--- src/rtl/tick_scheduler.sv ---
// Shared-tick event scheduler: NCH periodic channels counted in tick_in pulses,
// served to one valid/ready port by a round-robin arbiter. Define TICK_SCHED_OVERRUN_EN to build overrun flags.
module tick_scheduler #(
    parameter int unsigned NCH = 4,
    parameter int unsigned CW  = 16
) (
    input  logic                   clk,
    input  logic                   rst_n,
    input  logic                   tick_in,
    input  logic                   cfg_wr,
    input  logic [$clog2(NCH)-1:0] cfg_ch,
    input  logic [CW-1:0]          cfg_period,
    output logic                   evt_valid,
    output logic [$clog2(NCH)-1:0] evt_ch,
    input  logic                   evt_ready,
    output logic [NCH-1:0]         pending,
    output logic [NCH-1:0]         overrun
);

    localparam int unsigned CHW = $clog2(NCH);

    logic [CW-1:0]  per [NCH];
    logic [CW-1:0]  cnt [NCH];
    logic [NCH-1:0] pend;
    logic [CHW-1:0] last;

    logic           port_free;
    logic           sel_vld;
    logic [CHW-1:0] sel_ch;
    logic [CHW-1:0] idx;
    logic [NCH-1:0] cfg_hit;
    logic [NCH-1:0] expire;
    logic [NCH-1:0] sel_oh;

    // Round-robin search starting just after the last granted channel
    always_comb begin
        port_free = !evt_valid || evt_ready;
        sel_vld   = 1'b0;
        sel_ch    = '0;
        idx       = '0;
        for (int unsigned k = 1; k <= NCH; k++) begin
            idx = last + CHW'(k);
            if (!sel_vld && pend[idx]) begin
                sel_vld = 1'b1;
                sel_ch  = idx;
            end
        end
    end

    // Per-channel strobes; a config write suppresses that channel's expiry
    always_comb begin
        cfg_hit = '0;
        expire  = '0;
        sel_oh  = '0;
        for (int unsigned i = 0; i < NCH; i++) begin
            cfg_hit[i] = cfg_wr && (cfg_ch == CHW'(i));
            expire[i]  = !cfg_hit[i] && tick_in && (per[i] != '0) && (cnt[i] == CW'(1));
            sel_oh[i]  = port_free && sel_vld && (sel_ch == CHW'(i));
        end
    end

    always_ff @(posedge clk or negedge rst_n) begin
        if (!rst_n) begin
            for (int unsigned i = 0; i < NCH; i++) begin
                per[i] <= '0;
                cnt[i] <= '0;
            end
        end else begin
            for (int unsigned i = 0; i < NCH; i++) begin
                if (cfg_hit[i]) begin
                    per[i] <= cfg_period;
                    cnt[i] <= cfg_period;
                end else if (tick_in && (per[i] != '0)) begin
                    cnt[i] <= (cnt[i] == CW'(1)) ? per[i] : cnt[i] - CW'(1);
                end
            end
        end
    end

    // A new expiry outranks the clear from selection in the same edge
    always_ff @(posedge clk or negedge rst_n) begin
        if (!rst_n) begin
            pend <= '0;
        end else begin
            for (int unsigned i = 0; i < NCH; i++) begin
                if (cfg_hit[i])      pend[i] <= 1'b0;
                else if (expire[i])  pend[i] <= 1'b1;
                else if (sel_oh[i])  pend[i] <= 1'b0;
            end
        end
    end

`ifdef TICK_SCHED_OVERRUN_EN
    logic [NCH-1:0] ovr;

    always_ff @(posedge clk or negedge rst_n) begin
        if (!rst_n) begin
            ovr <= '0;
        end else begin
            for (int unsigned i = 0; i < NCH; i++) begin
                if (cfg_hit[i])                              ovr[i] <= 1'b0;
                else if (expire[i] && pend[i] && !sel_oh[i]) ovr[i] <= 1'b1;
            end
        end
    end

    assign overrun = ovr;
`else
    assign overrun = '0;
`endif

    always_ff @(posedge clk or negedge rst_n) begin
        if (!rst_n) begin
            evt_valid <= 1'b0;
            evt_ch    <= '0;
            last      <= CHW'(NCH - 1);
        end else if (port_free) begin
            evt_valid <= sel_vld;
            if (sel_vld) begin
                evt_ch <= sel_ch;
                last   <= sel_ch;
            end
        end
    end

    assign pending = pend;

endmodule

--- config.mk ---
export PLATFORM = sky130hd
export DESIGN_NAME = tick_scheduler
export DESIGN_NICKNAME = d
export VERILOG_FILES = /design/src/rtl/tick_scheduler.sv
export SDC_FILE = /design/constraint.sdc
export NUM_CORES = 1
export LEC_CHECK = 0
export CAP_MARGIN = 0
export CORE_MARGIN = 1.5
export CORE_UTILIZATION = 50
export CTS_CLUSTER_DIAMETER = 50
export DETAILED_ROUTE_END_ITERATION = 12
export GPL_TIMING_DRIVEN = 0
export PLACE_DENSITY = 0.77
export SETUP_SLACK_MARGIN = 0.5
export SYNTH_ARGS = -nofsm -noshare
export SYNTH_HDL_FRONTEND = slang
export SYNTH_SLANG_ARGS = --single-unit
--- constraint.sdc ---
create_clock -name clk -period 6.1 [get_ports clk]
set_clock_uncertainty 0.15 [all_clocks]
set_input_delay 1.83 -clock clk [delete_from_list [all_inputs] [get_ports clk]]
set_output_delay 1.83 -clock clk [all_outputs]
set_load 0.005 [all_outputs]
Yosys cells after proc, flatten, opt, wreduce, memory -nomap -nowiden
Cells that the tools add are included.

storage, ports and cells
  logic and storage cells = 128
  register bits after elaboration = 137
  output and inout port bits = 11
  input port bits = 23

operators by class
  $lt $le $gt $ge = 4
  mux-type cells = 40
  eq/ne operators = 10
  $add $sub $neg = 7
  reduce and logical (&&, ||, !) cells = 52

operator list
  cell                                                                   count
  16-bit 2-to-1 mux                                                      12
  16-bit by 1-bit == test with 1-bit output (second input constant)      4
  16-bit nonzero test                                                    4
  16-bit by 1-bit subtractor with 16-bit output (second input constant)  4
  1-bit logical AND                                                      28
  1-bit 2-to-1 mux                                                       20
  2-bit by 3-bit < comparator with 1-bit output (second input constant)  4
  3-bit nonzero test                                                     4
  1-bit binary-select mux with 2-bit select                              4
  2-bit == test (second input constant)                                  4
  1-bit zero test                                                        8
  2-bit 2-to-1 mux                                                       4
  2-bit nonzero test                                                     4
  2-bit adder (second input constant)                                    2
  2-bit by 1-bit == test with 1-bit output (second input constant)       2
  2-bit zero test                                                        2
  2-bit by 1-bit adder with 2-bit output (second input constant)         1
  2-bit AND reduction                                                    1
  1-bit logical OR                                                       1

Depth between registers and ports, before layout
  word-level depth = 18
  gate-level depth with buffers = 8
  mapped depth without buffers = 7

Worst setup path before layout
OpenSTA, ideal clock, no wires.

  path type = input to register
  from = input cfg_wr
  to = register cnt[33] (netlist name)
  buffers on the path = 2
  stages on the path = 7
  data required time = 5825 ps
  setup slack = 2885 ps
  setup time = 125 ps
  arrival = 2940 ps
  cell sequence = nand2_1 -> or2_2 -> clkbuf_1 -> nand2_1 -> clkbuf_1 -> a211o_1 -> nand3_1

on the way
  word-level cells in the longest chain between the ends = 2
  elaborated cells between the ends (all ways) = 3
  classes of those cells = 1 x mux; 2 x reduce/logical

ends and longest elaborated chain
  item                                                     line  RTL
  from (decl)                                              10    input logic cfg_wr,
  1-bit logical AND (*)                                    56    cfg_hit[i] = cfg_wr && (cfg_ch == CHW'(i));
  16-bit 2-to-1 mux or 2-bit nonzero test (tied branches)  --
  to (signal, indexed assignment)                          72    cnt[i] <= cfg_period;
  to (signal, indexed assignment)                          74    cnt[i] <= (cnt[i] == CW'(1)) ? per[i] : cnt[i] - CW'(1);
  to (decl)                                                23    logic [CW-1:0] cnt [NCH];

Mark *: on every way between the ends. The rest lies on a longest branch, timed or not.
A chain may end at the register's enable or synchronous reset.

Worst setup path after layout
  from = input cfg_ch[0]
  to = register cnt[26] (netlist name)

on the way
  word-level cells in the longest chain between the ends = 3
  elaborated cells between the ends (all ways) = 4
  classes of those cells = 1 x eq/ne; 1 x mux; 2 x reduce/logical

ends and longest elaborated chain
  item                                                     line  RTL
  from (decl)                                              11    input logic [$clog2(NCH)-1:0] cfg_ch,
  2-bit == test (*)                                        56
  1-bit logical AND (*)                                    56
  16-bit 2-to-1 mux or 2-bit nonzero test (tied branches)  --

Marks and branches as above.

==> metrics.txt <==
# TYPE chip_impl_metric gauge
chip_impl_metric{name="floorplan.rows",unit=""} 44
chip_impl_metric{name="maxSlewViolCount",unit=""} 0
chip_impl_metric{name="yosysWarningCount",unit=""} 0
chip_impl_metric{name="setup_viol_count_final",unit=""} 0
chip_impl_metric{name="worstPathArrival",unit="ns"} 4.07
chip_impl_metric{name="p_total",unit="mW"} 3.50
chip_impl_info{name="rsz0062_at_grt",value="false"} 1
chip_impl_metric{name="cp.required",unit="ns"} 6.25
chip_impl_metric{name="worst_skew_pair.late_latency",unit="ns"} 0.43
chip_impl_info{name="hold_path_class",value="reg2reg"} 1
chip_impl_metric{name="placed_cells_incl_taps",unit=""} 1099
chip_impl_metric{name="postCtsSetupBuffers",unit=""} 0
chip_impl_metric{name="final-hold-violation-count",unit=""} 0
chip_impl_metric{name="leakage",unit="nW"} 3.93
chip_impl_info{name="leading_cell_types_in_the_layout_fill_and_taps_excluded",value="sky130_fd_sc_hd__nand2_1, sky130_fd_sc_hd__dfrtp_1, sky130_fd_sc_hd__nor2_1, sky130_fd_sc_hd__clkbuf_1, sky130_fd_sc_hd__xnor2_1"} 1
chip_impl_metric{name="relSlewSlack",unit="%"} 30.9
chip_impl_info{name="ys_dominant_reg_cell",value="sky130_fd_sc_hd__dfrtp_1"} 1
chip_impl_metric{name="drtIter0Drc",unit=""} 756
chip_impl_metric{name="routed_wire_length_per_instance",unit="µm"} 19.5
chip_impl_info{name="critical_path_class",value="in2reg"} 1
chip_impl_metric{name="fin_area",unit="µm²"} 8720
chip_impl_metric{name="sequential_area_share_after_synthesis",unit="%"} 45.5
chip_impl_metric{name="area.growth.synth_to_final",unit="%"} 15.6
chip_impl_metric{name="design.portCount",unit=""} 34
chip_impl_info{name="status",value="completed"} 1
chip_impl_metric{name="crit_path_max_fanout",unit=""} 10
chip_impl_info{name="tritoncts_clock_tree",value="built"} 1
chip_impl_metric{name="fin_util",unit="%"} 59.6
chip_impl_metric{name="ir_worst_vdd",unit="V"} 0.000237
chip_impl_metric{name="post_synth_num_cell_types",unit=""} 73
chip_impl_metric{name="synth-async-reset-ratio",unit="%"} 100
chip_impl_metric{name="nNetsFinal",unit=""} 965
chip_impl_metric{name="floorplan.initialDensity",unit="%"} 51.5
chip_impl_metric{name="first_global_vias",unit=""} 6783
chip_impl_metric{name="min_period_over_period",unit="%"} 64.3
chip_impl_metric{name="synth.ff_latch_count",unit=""} 137
chip_impl_metric{name="cts_max_path_buffers",unit=""} 2
chip_impl_metric{name="drt_drc_violations_left",unit=""} 0
chip_impl_metric{name="cts.sink_count",unit=""} 137
chip_impl_metric{name="clock_h_tree_levels",unit=""} 4
chip_impl_metric{name="routed_wl",unit="µm"} 22000
chip_impl_metric{name="maxClockFrequency",unit="MHz"} 255
chip_impl_metric{name="vias_per_cell",unit=""} 6.12
chip_impl_metric{name="period_minus_slack",unit="ns"} 3.92
chip_impl_metric{name="placement.io_buffers",unit=""} 28
chip_impl_metric{name="cts_stage_hold_buffer_count",unit=""} 0
chip_impl_metric{name="detailedRoute.firstPassIterationCount",unit=""} 7
chip_impl_metric{name="globalRoute.totalOverflow",unit=""} 0
chip_impl_metric{name="cts_inserted_buffers",unit=""} 17
chip_impl_metric{name="first_pass_grt_wire_length",unit="µm"} 35400
chip_impl_metric{name="synth_edf_count",unit=""} 0
chip_impl_metric{name="detailed_place.area",unit="µm²"} 8100
chip_impl_metric{name="globalRouteTotalUtil",unit="%"} 28.9
chip_impl_metric{name="syn_avg_cell_area",unit="µm²"} 8.55
chip_impl_metric{name="cts.clk_slew.worst_paths",unit="ns"} 0.06
chip_impl_metric{name="detailedPlacementHpwl",unit="µm"} 14600
chip_impl_metric{name="n_fill_cell",unit=""} 1273
chip_impl_info{name="root_buffer_master",value="sky130_fd_sc_hd__clkbuf_16"} 1
chip_impl_metric{name="max_cap_violations",unit=""} 0
chip_impl_info{name="critical_path.startpoint_type",value="input pin"} 1
chip_impl_metric{name="vias",unit=""} 6924
chip_impl_metric{name="grt_antenna_before_repair",unit=""} 0
chip_impl_metric{name="fp.dieArea",unit="µm²"} 15800
chip_impl_info{name="most_common_cell_after_layout_fill_and_taps_aside",value="sky130_fd_sc_hd__nand2_1"} 1
chip_impl_metric{name="post_cts_resize_count",unit=""} 0
chip_impl_metric{name="power_per_cell_area",unit="nW/µm²"} 401
chip_impl_info{name="timing.critical_path.to_type",value="register"} 1
chip_impl_metric{name="worst-slew-pin-transition",unit="ns"} 1.02
chip_impl_metric{name="post_synthesis_cell_count",unit=""} 883
chip_impl_metric{name="finalNonFillerCells",unit=""} 1131
chip_impl_metric{name="synth_area",unit="µm²"} 7550
chip_impl_metric{name="largest_net_degree_at_the_start_of_global_routing",unit=""} 91
chip_impl_metric{name="die_y",unit="µm"} 126
chip_impl_metric{name="n_antenna_cell",unit=""} 0
chip_impl_metric{name="coreArea",unit="µm²"} 14600
chip_impl_metric{name="finalWeightedCongestion",unit=""} 0.904
chip_impl_metric{name="drive_gt1_share",unit="%"} 6.76
chip_impl_metric{name="final_antenna_net_count",unit=""} 0
chip_impl_metric{name="die_x",unit="µm"} 126
cells in the mapped netlist, types with 3 or more instances:
cell type                    n  share of area [%]
sky130_fd_sc_hd__a211o_1    12                1.4
sky130_fd_sc_hd__a211oi_1    4               0.40
sky130_fd_sc_hd__a21boi_0    4               0.40
sky130_fd_sc_hd__a21o_1      5               0.50
sky130_fd_sc_hd__a21oi_1    16                1.1
sky130_fd_sc_hd__a22oi_1    16                1.6
sky130_fd_sc_hd__a31oi_1     4               0.33
sky130_fd_sc_hd__a41oi_1     3               0.35
sky130_fd_sc_hd__and3_1      7               0.58
sky130_fd_sc_hd__buf_2       3               0.20
sky130_fd_sc_hd__buf_4       5               0.50
sky130_fd_sc_hd__clkbuf_1   32                1.6
sky130_fd_sc_hd__dfrtp_1   135                 45
sky130_fd_sc_hd__ha_1        8                1.3
sky130_fd_sc_hd__inv_1      16               0.80
sky130_fd_sc_hd__mux2i_1     8                1.1
sky130_fd_sc_hd__nand2_1   256                 13
sky130_fd_sc_hd__nand2b_1    4               0.33
sky130_fd_sc_hd__nand3_1    27                1.8
sky130_fd_sc_hd__nand3b_1    5               0.50
sky130_fd_sc_hd__nand4_1     8               0.66
sky130_fd_sc_hd__nand4b_1    5               0.58
sky130_fd_sc_hd__nor2_1     83                4.1
sky130_fd_sc_hd__nor2b_1     4               0.33
sky130_fd_sc_hd__nor3_1     24                1.6
sky130_fd_sc_hd__nor3b_1     3               0.30
sky130_fd_sc_hd__nor4_1     20                1.7
sky130_fd_sc_hd__nor4_2      5               0.83
sky130_fd_sc_hd__nor4_4      3               0.85
sky130_fd_sc_hd__nor4b_1     3               0.35
sky130_fd_sc_hd__o211ai_1   12                1.2
sky130_fd_sc_hd__o21ai_0    27                1.8
sky130_fd_sc_hd__o21ai_1     8               0.53
sky130_fd_sc_hd__o22ai_1     3               0.25
sky130_fd_sc_hd__o311ai_0    9                1.0
sky130_fd_sc_hd__o311ai_1    9                1.0
sky130_fd_sc_hd__o31a_1      3               0.35
sky130_fd_sc_hd__o31ai_1     9               0.90
sky130_fd_sc_hd__xnor2_1    28                3.2
sky130_fd_sc_hd__xor2_1      6               0.70
logic make-up (layout without fill, tap and decap cells):
group,after synthesis,after routing,synth area share (%)
DFF,137,137,45.5
buffers and inverters,60,121,3.48
xor gates and xnor gates,34,34,3.95
and+or+nand+nor,479,479,30.0
adders and majority gates,8,8,1.33
other,1,4,0.0497
AOI/OAI and AO/OA,156,156,14.7
muxes,8,8,1.06
critical path: stages:
cell                              delay (ns)
sky130_fd_sc_hd__clkdlybuf4s50_1        0.64
sky130_fd_sc_hd__and3b_1                0.21
sky130_fd_sc_hd__clkbuf_1               0.24
sky130_fd_sc_hd__nor2_1                 0.48
sky130_fd_sc_hd__clkbuf_1               0.47
sky130_fd_sc_hd__nand2_1                0.09
sky130_fd_sc_hd__o311ai_0               0.10
path summary, 6_finish.rpt:
| kind | from | end | slack, ns | depth (start not counted) |
|---|---|---|---|---|
| setup reg to reg | cnt[16] | cnt[22] | 3.43 | 7 |
| hold reg to reg | last[0] | last[0] | 0.34 | 2 |
| max in group asynchronous | rst_n | per[19] | 3.81 | 2 |
| setup / recovery | cfg_ch[0] | cnt[26] | 2.18 | 7 |
| hold / removal | last[0] | last[0] | 0.34 | 2 |
| min in group asynchronous | rst_n | per[57] | 1.18 | 1 |
layout make-up:
type / count / area [µm²] / share of cell area (%)
Buffer: 44 / 203 / 2.32
Clock buffer: 24 / 482 / 5.52
Clock inverter: 8 / 143 / 1.64
Inverter: 16 / 60.1 / 0.689
Multi-Input combinational cell: 689 / 3860 / 44.3
Sequential cell: 137 / 3430 / 39.3
Tap cell: 184 / 230 / 2.64
Timing Repair Buffer: 29 / 309 / 3.54
through the flow:
step	TNS, ns	setup slack, ns	hold WS, ns
after floorplan	0	2.89	0.303
after global placement	-323.37	-2.40	0.319
after detailed placement	0	1.76	0.319
after CTS	0	2.22	0.339
after global routing	0	1.98	0.353
final	0	2.18	0.340
flip-flops by register name (all words and copies together), names as in the netlist:
register	cells
cnt	64
per	64
pending	4
evt_ch	2
last	2
evt_valid	1
per-layer routing:
| metal | vias up | track usage, % | routed length (µm) |
|---|---|---|---|
| met5 | - | 0 | 0 |
| met4 | 0 | 12.2 | 695 |
| met3 | 46 | 5.95 | 1940 |
| met2 | 304 | 44.2 | 9970 |
| met1 | 3363 | 40.4 | 9410 |
| li1 | 3211 | - | - |
where the power goes:
group / switching [mW] / internal [mW]
clock network: 0.388 / 0.715
registers: 0.301 / 1.14
logic: 0.532 / 0.417
total: 1.22 / 2.28
Note: power is estimated with default switching activity, not from simulation.
